--- src/rtl/rf_timing_pkg.sv ---
// Shared timing definitions for the RF dwell scheduler: sequencer states and
// default widths/timings.
package rf_timing_pkg;

    localparam int CNT_W_DEF   = 32;
    localparam int PULSE_W_DEF = 4;
    localparam int GUARD_DEF   = 16;

    typedef enum logic [2:0] {
        IDLE,
        LOAD,
        CT_UPD,
        CT_TRIG,
        CT_WAIT,
        RUN,
        DWELL_END
    } state_e;

    // A calibration slot opens the dwell that starts a new ct_every group.
    function automatic logic ct_due(input logic [7:0] ct_every, input logic [7:0] dwell_cnt);
        return (ct_every != 8'd0) && (dwell_cnt == 8'd0);
    endfunction

endpackage

--- src/rtl/pulse_stretch.sv ---
// Turns a one-cycle start strobe into a registered pulse PULSE_W cycles wide;
// clr_i kills a pulse in flight on the next edge.
module pulse_stretch #(
    parameter int PULSE_W = 4
) (
    input  logic clk_i,
    input  logic rst_ni,
    input  logic start_i,
    input  logic clr_i,
    output logic pulse_o
);

    localparam int CW = (PULSE_W > 1) ? $clog2(PULSE_W) : 1;

    logic [CW-1:0] cnt_q, cnt_d;
    logic          pulse_q, pulse_d;

    always_comb begin
        cnt_d   = cnt_q;
        pulse_d = pulse_q;
        if (clr_i) begin
            cnt_d   = '0;
            pulse_d = 1'b0;
        end else if (start_i) begin
            cnt_d   = CW'(PULSE_W - 1);
            pulse_d = 1'b1;
        end else if (cnt_q != '0) begin
            cnt_d = cnt_q - CW'(1);
        end else begin
            pulse_d = 1'b0;
        end
    end

    always_ff @(posedge clk_i or negedge rst_ni) begin
        if (!rst_ni) begin
            cnt_q   <= '0;
            pulse_q <= 1'b0;
        end else begin
            cnt_q   <= cnt_d;
            pulse_q <= pulse_d;
        end
    end

    assign pulse_o = pulse_q;

endmodule

--- src/rtl/rf_dwell_scheduler.sv ---
// Dwell/CT-calibration timing master: sequences dwells of radar trig_1 pulses and
// interleaves AD9914 CT sweeps so a calibration window never overlaps a pulse.
module rf_dwell_scheduler
    import rf_timing_pkg::*;
#(
    parameter int CNT_W   = CNT_W_DEF,
    parameter int PULSE_W = PULSE_W_DEF,
    parameter int GUARD   = GUARD_DEF
) (
    input  logic             clk,
    input  logic             rst,
    input  logic             enable,
    input  logic             abort,
    input  logic [CNT_W-1:0] prt,
    input  logic [15:0]      pulses_per_dwell,
    input  logic [7:0]       ct_every,
    input  logic [CNT_W-1:0] ct_period,
    output logic             ad9914_update_2,
    output logic             ad9914_trig_2,
    output logic             ad9914_trig_1,
    output logic             ct_active,
    output logic             busy,
    output logic             dwell_done
);

    localparam logic [CNT_W:0] CNT_ONE = (CNT_W + 1)'(1);

    logic rst_meta_q, rst_sync_q;

    state_e           state_q, state_d;
    logic [CNT_W:0]   cnt_q, cnt_d;       // one spare bit: ct_period+2+GUARD must not wrap
    logic [15:0]      pcnt_q, pcnt_d;
    logic [7:0]       dwell_cnt_q, dwell_cnt_d;
    logic             upd2_q, upd2_d, ct_act_q, ct_act_d, busy_q, busy_d, done_q, done_d;
    logic             trig1_start, trig2_start;
    logic [8:0]       dwell_inc;

    logic [CNT_W-1:0] prt_eff_q, ct_period_q;
    logic [15:0]      ppd_eff_q;
    logic [7:0]       ct_every_q;

    always_ff @(posedge clk or negedge rst) begin
        if (!rst) begin
            rst_meta_q <= 1'b0;
            rst_sync_q <= 1'b0;
        end else begin
            rst_meta_q <= 1'b1;
            rst_sync_q <= rst_meta_q;
        end
    end

    assign dwell_inc = {1'b0, dwell_cnt_q} + 9'd1;

    always_comb begin
        state_d     = state_q;
        cnt_d       = cnt_q;
        pcnt_d      = pcnt_q;
        dwell_cnt_d = dwell_cnt_q;
        trig1_start = 1'b0;
        trig2_start = 1'b0;
        if (abort) begin
            state_d     = IDLE;
            dwell_cnt_d = 8'd0;
        end else begin
            unique case (state_q)
                IDLE: if (enable) state_d = LOAD;
                LOAD: begin
                    if (ct_due(ct_every, dwell_cnt_q)) begin
                        state_d = CT_UPD;
                    end else begin
                        state_d     = RUN;
                        cnt_d       = '0;
                        pcnt_d      = 16'd0;
                        trig1_start = 1'b1;
                    end
                end
                CT_UPD: begin
                    state_d     = CT_TRIG;
                    cnt_d       = (CNT_W + 1)'(PULSE_W - 1);
                    trig2_start = 1'b1;
                end
                CT_TRIG: begin
                    if (cnt_q == '0) begin
                        state_d = CT_WAIT;
                        cnt_d   = {1'b0, ct_period_q} + (CNT_W + 1)'(GUARD + 1);
                    end else begin
                        cnt_d = cnt_q - CNT_ONE;
                    end
                end
                CT_WAIT: begin
                    if (cnt_q == '0) begin
                        state_d     = RUN;
                        cnt_d       = '0;
                        pcnt_d      = 16'd0;
                        trig1_start = 1'b1;
                    end else begin
                        cnt_d = cnt_q - CNT_ONE;
                    end
                end
                RUN: begin
                    if (cnt_q == {1'b0, prt_eff_q - CNT_W'(1)}) begin
                        if (pcnt_q == ppd_eff_q - 16'd1) begin
                            state_d = DWELL_END;
                        end else begin
                            cnt_d       = '0;
                            pcnt_d      = pcnt_q + 16'd1;
                            trig1_start = 1'b1;
                        end
                    end else begin
                        cnt_d = cnt_q + CNT_ONE;
                    end
                end
                DWELL_END: begin
                    // >= so a ct_every lowered below the running count still wraps
                    dwell_cnt_d = (dwell_inc >= {1'b0, ct_every_q}) ? 8'd0 : dwell_inc[7:0];
                    state_d     = enable ? LOAD : IDLE;
                end
                default: state_d = IDLE;
            endcase
        end
        // Status flags are registered from the next state so they align with it.
        upd2_d   = (state_d == CT_UPD);
        ct_act_d = (state_d == CT_UPD) || (state_d == CT_TRIG) || (state_d == CT_WAIT);
        busy_d   = (state_d != IDLE);
        done_d   = (state_d == DWELL_END);
    end

    always_ff @(posedge clk or negedge rst_sync_q) begin
        if (!rst_sync_q) begin
            state_q     <= IDLE;
            cnt_q       <= '0;
            pcnt_q      <= 16'd0;
            dwell_cnt_q <= 8'd0;
            upd2_q      <= 1'b0;
            ct_act_q    <= 1'b0;
            busy_q      <= 1'b0;
            done_q      <= 1'b0;
        end else begin
            state_q     <= state_d;
            cnt_q       <= cnt_d;
            pcnt_q      <= pcnt_d;
            dwell_cnt_q <= dwell_cnt_d;
            upd2_q      <= upd2_d;
            ct_act_q    <= ct_act_d;
            busy_q      <= busy_d;
            done_q      <= done_d;
        end
    end

    // Shadow configuration, captured only while in LOAD.
    always_ff @(posedge clk) begin
        if (state_q == LOAD) begin
            prt_eff_q   <= (prt < CNT_W'(PULSE_W + 1)) ? CNT_W'(PULSE_W + 1) : prt;
            ppd_eff_q   <= (pulses_per_dwell == 16'd0) ? 16'd1 : pulses_per_dwell;
            ct_every_q  <= ct_every;
            ct_period_q <= ct_period;
        end
    end

    pulse_stretch #(.PULSE_W(PULSE_W)) u_trig1 (
        .clk_i   (clk),
        .rst_ni  (rst_sync_q),
        .start_i (trig1_start),
        .clr_i   (abort),
        .pulse_o (ad9914_trig_1)
    );

    pulse_stretch #(.PULSE_W(PULSE_W)) u_trig2 (
        .clk_i   (clk),
        .rst_ni  (rst_sync_q),
        .start_i (trig2_start),
        .clr_i   (abort),
        .pulse_o (ad9914_trig_2)
    );

    assign ad9914_update_2 = upd2_q;
    assign ct_active       = ct_act_q;
    assign busy            = busy_q;
    assign dwell_done      = done_q;

endmodule
--- config.mk ---
export PLATFORM = sky130hd
export DESIGN_NAME = rf_dwell_scheduler
export DESIGN_NICKNAME = d
export VERILOG_FILES = /design/src/rtl/rf_timing_pkg.sv /design/src/rtl/pulse_stretch.sv /design/src/rtl/rf_dwell_scheduler.sv
export SDC_FILE = /design/constraint.sdc
export NUM_CORES = 1
export LEC_CHECK = 0
export CORE_UTILIZATION = 45
export DETAILED_ROUTE_END_ITERATION = 8
export GPL_TIMING_DRIVEN = 0
export PLACE_DENSITY = 0.62
export SKIP_LAST_GASP = 1
export SYNTH_ARGS = -nofsm -noshare
export SYNTH_HDL_FRONTEND = slang
export SYNTH_SLANG_ARGS = --single-unit
--- constraint.sdc ---
create_clock -name clk -period 2.8 [get_ports clk]
set_clock_uncertainty 0.2 [all_clocks]
set_input_delay 0.56 -clock clk [delete_from_list [all_inputs] [get_ports clk]]
set_output_delay 0.56 -clock clk [all_outputs]
set_load 0.01 [all_outputs]
==> out/qor.yml, run 1 <==
final_common_cell: "nor2_1"
layout.nets: 1465
layout_common_cells: "105 x nor2_1, 97 x clkdlybuf4s50_1, 88 x edfxtp_1, 85 x nand2_1, 84 x xnor2_1"
antenna_found_initial: 0
ys.flop_type: "edfxtp_1"
dpl-instance-area_um2: 12300
synth_xor_area_share_pct: 11.0
coreArea_um2: 22900
syn_to_final_growth_pct: 29.8
synth_top_family_by_area: "simple AND/OR/NAND/NOR gates"
min_period_over_period_pct: 152
netlist_instances: 1178
clk_latency_ps: 440
synth_top_area_share_pct: 24.8
syn-num-nets: 1289
std_cell_rows: 55
h-tree-depth: 4
drtPass1Iterations: 5
synth-seq-cells: 160
drt_iter0_drc: 665
gr-total-overflow: 0
gp_routability_congestion: 0.925
synth.distinct_cells: 75
startpoint_type: "flip-flop"
synthMuxAreaShare_pct: 0.997
rsz0062_at_grt: "true"
cts_tree: "done"
instances_no_fill: 1680
syn_avg_cell_area_um2: 9.05
synth_warnings: 0
grt_pass1_vias: 8726
synth_simple_gate_area_share_pct: 22.7
die_x_um: 156
p_per_area_nw_per_um2: 852
wl_per_cell_um: 17.3
synth_async_sr_flop_share_pct: 45.0
ys_seq_area_share_pct: 41.7
worstMarginPinSlew_ps: 820
grt_pass1_wl_um: 45400
synthAdderAreaFrac_pct: 2.23
final_max_slew_viol_count: 0
holdWs_ps: 89.6
max_slew_margin_pct: 44.9
cts-root-buf: "clkbuf_16"
cp_data_arrival_time_ps: 4360
status: "finished with violations"
die_y_um: 156
synth_compound_area_share_pct: 15.6
grt_usage_pct: 24.0
required_ps: 2910
pin_count: 98
end_kind: "flip-flop"
viasPerCell: 5.65
clkSinkCount: 160
drive_above_1_share_pct: 16.8
leakagePower_nw: 5.22
setup_ws_ps: -1450
dpl.cell_count: 1594
ant_nets: 0
dp.final_hpwl_um: 20600
power_w: 0.0118
violations: "setup timing"
grt_start_max_net_pins: 63
drv_cap: 0
synth-edff-count: 88
synth_area_um2: 10700
cts_made_buffers: 17
drc_errors: 0
routed_wl_um: 29100
fin_crit_ps: 4250
crit_fanout: 10
num_vias: 9496
antenna_cells: 0
port_buffers: 97
min-delay-path-class: "in2async"
fmax_mhz: 235
setup_violations: 62
start_util_pct: 46.5
path_clk_slew_ps: 60
worstSetupPathType: "reg2reg"
cts_buffer_depth: 2
die-area_um2: 24300
finalHoldViolCount: 0
synth_top_cell_by_area: "edfxtp_1"
ir_worst_vdd_uv: 450
ys_top_cells_by_area: "edfxtp_1 25%, dfrtp_1 17%, xnor2_1 7.1%, xor2_1 3.9%, nor2_1 3.8%"
fin_util_pct: 60.4
stdcell_area_um2: 13800
## power breakdown
group | internal (W) | switching [W]
sequential | 0.00317 | 0.000497
clock | 0.00126 | 0.00100
combinational | 0.00269 | 0.00318
total | 0.00711 | 0.00468
## routing by layer
metal	part of all wire, %	track usage, %	vias to the layer above
met5	0	0	-
met4	2.3	8.50	0
met3	6.8	4.36	48
met2	44	36.9	319
met1	47	33.9	4501
li1	-	-	4628
## what timing repair did
action                     CTS  global route
setup buffers               27            31
gates cloned                 0             3
resized for setup           59            82
hold buffers                 1             0
hold endpoints to repair     8             0
setup endpoints to repair   66            65
pin swaps                   20            18
## layout make-up
class	count	area [µm²]
clock inverters	11	75.1
fillers	2014	9070
repair buffers	164	1640
inverters	45	174
clock buffers	21	487
multi-input cells	859	6100
plain buffers	107	524
flip-flops and latches	160	4450
well taps	313	392
## path summary, 6_finish.rpt
check,startpoint,end,slack [ps],cells past startpoint
setup / recovery,prt_eff_q[3],cnt_q[30],-1450,13
hold / removal,rst,rst_meta_q,90,1
setup reg to reg,prt_eff_q[3],cnt_q[30],-1450,13
hold reg to reg,rst_sync_q,pcnt_q[7],150,1
max in group asynchronous,rst_sync_q,cnt_q[23],1490,1
min in group clk,rst_meta_q,rst_sync_q,150,0
## synth_stat cells (13+ instances only)
cell type,number
xnor2_1,86
nand2_1,88
inv_1,44
nand2b_1,21
dfrtp_1,72
nand3_1,54
nand4_1,35
nor4_1,34
xor2_1,48
clkbuf_1,102
ha_1,19
nor2_1,107
a21oi_1,47
edfxtp_1,88
o31ai_1,13
or4_1,13
o21ai_0,42
nor3_1,43
a22o_1,22
## critical path, stage by stage, from the launching register on
cell	delay, ps
edfxtp_1	510
nor4_4	380
buf_4	170
nand4b_1	150
xnor2_2	180
a2111oi_4	390
nand4_1	130
or4_4	520
a2111o_1	450
buf_6	160
o31ai_4	320
nor2_4	100
buf_6	160
a221o_1	300
## through the flow
step / setup TNS [ps] / setup slack (ps)
3_5_place_dp: -117130 / -2240
3_3_place_gp: -297950 / -2220
5_1_grt: -79970 / -1520
2_1_floorplan: -113180 / -1200
4_1_cts: -72180 / -1400
6_report: -74240 / -1450
## registers in the layout, indices dropped and copies added, names as in the netlist
name / flops
dwell_done: 1
ppd_eff_q: 16
ct_period_q: 32
prt_eff_q: 32
busy: 1
u_trig2.pulse_o: 1
u_trig1.cnt_q: 2
rst_sync_q: 1
u_trig2.cnt_q: 2
rst_meta_q: 1
cnt_q: 33
pcnt_q: 16
state_q: 3
u_trig1.pulse_o: 1
ct_active: 1
dwell_cnt_q: 8
ct_every_q: 8
ad9914_update_2: 1
## cells by family after synthesis
| kind of cell | after synthesis |
|---|---|
| flip-flops | 160 |
| multiplexers | 10 |
| adder cells (fa/ha/maj) | 19 |
| AO/OA/AOI/OAI | 225 |
| XOR/XNOR | 134 |
| buffers and inverters | 159 |
| AND/OR/NAND/NOR | 470 |
| other | 1 |
Power figures use the tool's default switching activity.
==> run 2: changes to the inputs <==
--- a/config.mk
+++ b/config.mk
@@ -7,8 +7,9 @@
 export LEC_CHECK = 0
 export CORE_UTILIZATION = 45
 export DETAILED_ROUTE_END_ITERATION = 8
+export DONT_BUFFER_PORTS = 1
 export GPL_TIMING_DRIVEN = 0
-export PLACE_DENSITY = 0.62
+export PLACE_DENSITY = 0.57
 export SKIP_LAST_GASP = 1
 export SYNTH_ARGS = -nofsm -noshare
 export SYNTH_HDL_FRONTEND = slang
==> run 2 against run 1 <==
Compared with the run above:
- the run still ends with setup timing left
- clock power is 9.7% higher
- global-route usage is 0.37 points higher
- routed wire length shrank 1.5%
- combinational power down 9.9%
- final area decreased by 8.1%
- critical endpoint is now cnt_q[20]
==> out/qor.yml, run 2 (synthesis gave the netlist of run 1 again) <==
clkSinkCount: 160
path_clk_slew_ps: 70
cp_data_arrival_time_ps: 4350
r2r-start: "prt_eff_q[1]"
worstHoldStart: "ct_period[8]"
switching_share_pct: 39.4
leakagePower_nw: 4.75
finalHoldViolCount: 0
seqPwrFrac_pct: 32.2
rsz0062_at_grt: "true"
viasPerCell: 5.77
min-delay-path-class: "in2reg"
wl_per_cell_um: 18.3
drv_cap: 0
start_util_pct: 46.5
layout_common_cells: "105 x nor2_1, 88 x edfxtp_1, 86 x nand2_1, 85 x xnor2_1, 83 x clkbuf_1"
final_common_cell: "nor2_1"
largest_reg_flops: 33
ir_worst_vdd_uv: 465
antenna_cells: 0
required_ps: 2970
startpoint_type: "flip-flop"
fmax_mhz: 239
hold_path_depth: 0
gr-total-overflow: 0
cts-root-buf: "clkbuf_16"
clk_latency_ps: 430
pin_count: 98
cts_buffer_depth: 2
grt_pass1_vias: 8508
setup_violations: 57
end_kind: "flip-flop"
stdcell_area_um2: 12700
num_vias: 9033
crit_fanout: 10
r2r_slack_ps: -1380
antenna_found_initial: 0
status: "finished with violations"
gp_routability_congestion: 0.910
die_y_um: 156
port_buffers: 0
p_switching_w: 0.00450
crit_start: "prt_eff_q[1]"
drtPass1Iterations: 5
dp.final_hpwl_um: 20600
ff2ff_path_depth: 13
p_int_w: 0.00694
h-tree-depth: 4
drc_errors: 0
fin_util_pct: 55.5
coreArea_um2: 22900
grt_start_max_net_pins: 43
drive_above_1_share_pct: 15.6
pwr-share-clk_pct: 21.7
layout.nets: 1350
worstSetupPathType: "reg2reg"
grt_usage_pct: 24.4
fin_crit_ps: 4180
cts_made_buffers: 17
drt_iter0_drc: 616
dpl-instance-area_um2: 11300
p_per_area_nw_per_um2: 899
worstMarginPinSlew_ps: 755
max_slew_margin_pct: 49.2
syn_to_final_growth_pct: 19.2
regMostFlops: "cnt_q"
endpoint: "cnt_q[20]"
top_regs: "cnt_q (33), ct_period_q (32), prt_eff_q (32)"
routed_wl_um: 28700
die-area_um2: 24300
setup_ws_ps: -1380
grt_pass1_wl_um: 45700
std_cell_rows: 55
final_max_slew_viol_count: 0
combPwrFrac_pct: 46.2
min_period_over_period_pct: 149
power_w: 0.0114
ant_nets: 0
violations: "setup timing"
die_x_um: 156
rr_endpoint: "cnt_q[20]"
cts_tree: "done"
==> run 2: per-stage QoR <==
stage	hold WS, ps	setup TNS, ps	instances	worst slack [ps]
global placement	64.5	-302230	1491	-2220
detailed placement	64.5	-118820	1497	-2260
CTS	7.71	-72190	1560	-1370
floorplan	64.4	-113180	1178	-1200
finish	22.4	-72100	1565	-1380
global route	2.99	-79860	1565	-1490
==> run 2: layout make-up <==
cell class / count / area, µm²
buffer: 108 / 537
clock buffer: 19 / 433
clock inverter: 13 / 188
fill: 2116 / 10200
inverter: 45 / 174
multi-input combinational: 859 / 6030
sequential: 160 / 4450
tap: 313 / 392
timing repair buffer: 48 / 513
==> run 2: worst min-delay path by stage <==
stage                                 to
after global routing      ct_period_q[9]
after CTS                 ct_period_q[9]
after global placement        rst_meta_q
final                     ct_period_q[8]
after floorplan               rst_meta_q
after detailed placement      rst_meta_q
==> run 2: routing by layer <==
metal	global-route usage, %	routed length, µm	vias up	part of all wire, %
met4	7.00	513	0	1.8
met1	35.6	13800	4292	48
li1	-	-	4391	-
met3	4.56	1900	36	6.6
met5	0	0	-	0
met2	36.7	12500	314	43
==> run 2: timing repair <==
action                                  4_1_cts  5_1_grt
gates resized for setup                      79       40
endpoints found under the hold margin         2        0
pin swaps                                    25        8
cloned                                        3        0
endpoints found under the setup margin       66       66
hold buffers                                  1        0
setup buffers                                31        7
==> run 2: worst max-delay path, stage by stage (launching register included) <==
cell and delay, ps:
edfxtp_1 470, inv_1 120, ha_4 200, o21ai_0 150, or4b_2 600, o211ai_1 140, nand4_1 160, or4_1 570
a2111o_2 530, buf_12 180, o31a_1 340, buf_6 190, o21ai_0 100, a22o_1 170
==> run 2: power groups by stage <==
stage                     sequential, W  combinational (W)  clock (W)
after CTS                       0.00366            0.00513    0.00252
after floorplan                 0.00358            0.00360          0
after detailed placement        0.00368            0.00472          0
after global routing            0.00376            0.00580    0.00262
final                           0.00368            0.00528    0.00248
after global placement          0.00375            0.00449          0
==> run 3: changes to the inputs <==
--- a/config.mk
+++ b/config.mk
@@ -5,6 +5,7 @@
 export SDC_FILE = /design/constraint.sdc
 export NUM_CORES = 1
 export LEC_CHECK = 0
+export CORE_MARGIN = 1
 export CORE_UTILIZATION = 45
 export DETAILED_ROUTE_END_ITERATION = 8
 export DONT_BUFFER_PORTS = 1
==> results of run 3 <==
Same layout as run 2: the final DEF is identical, and so are final timing and power.
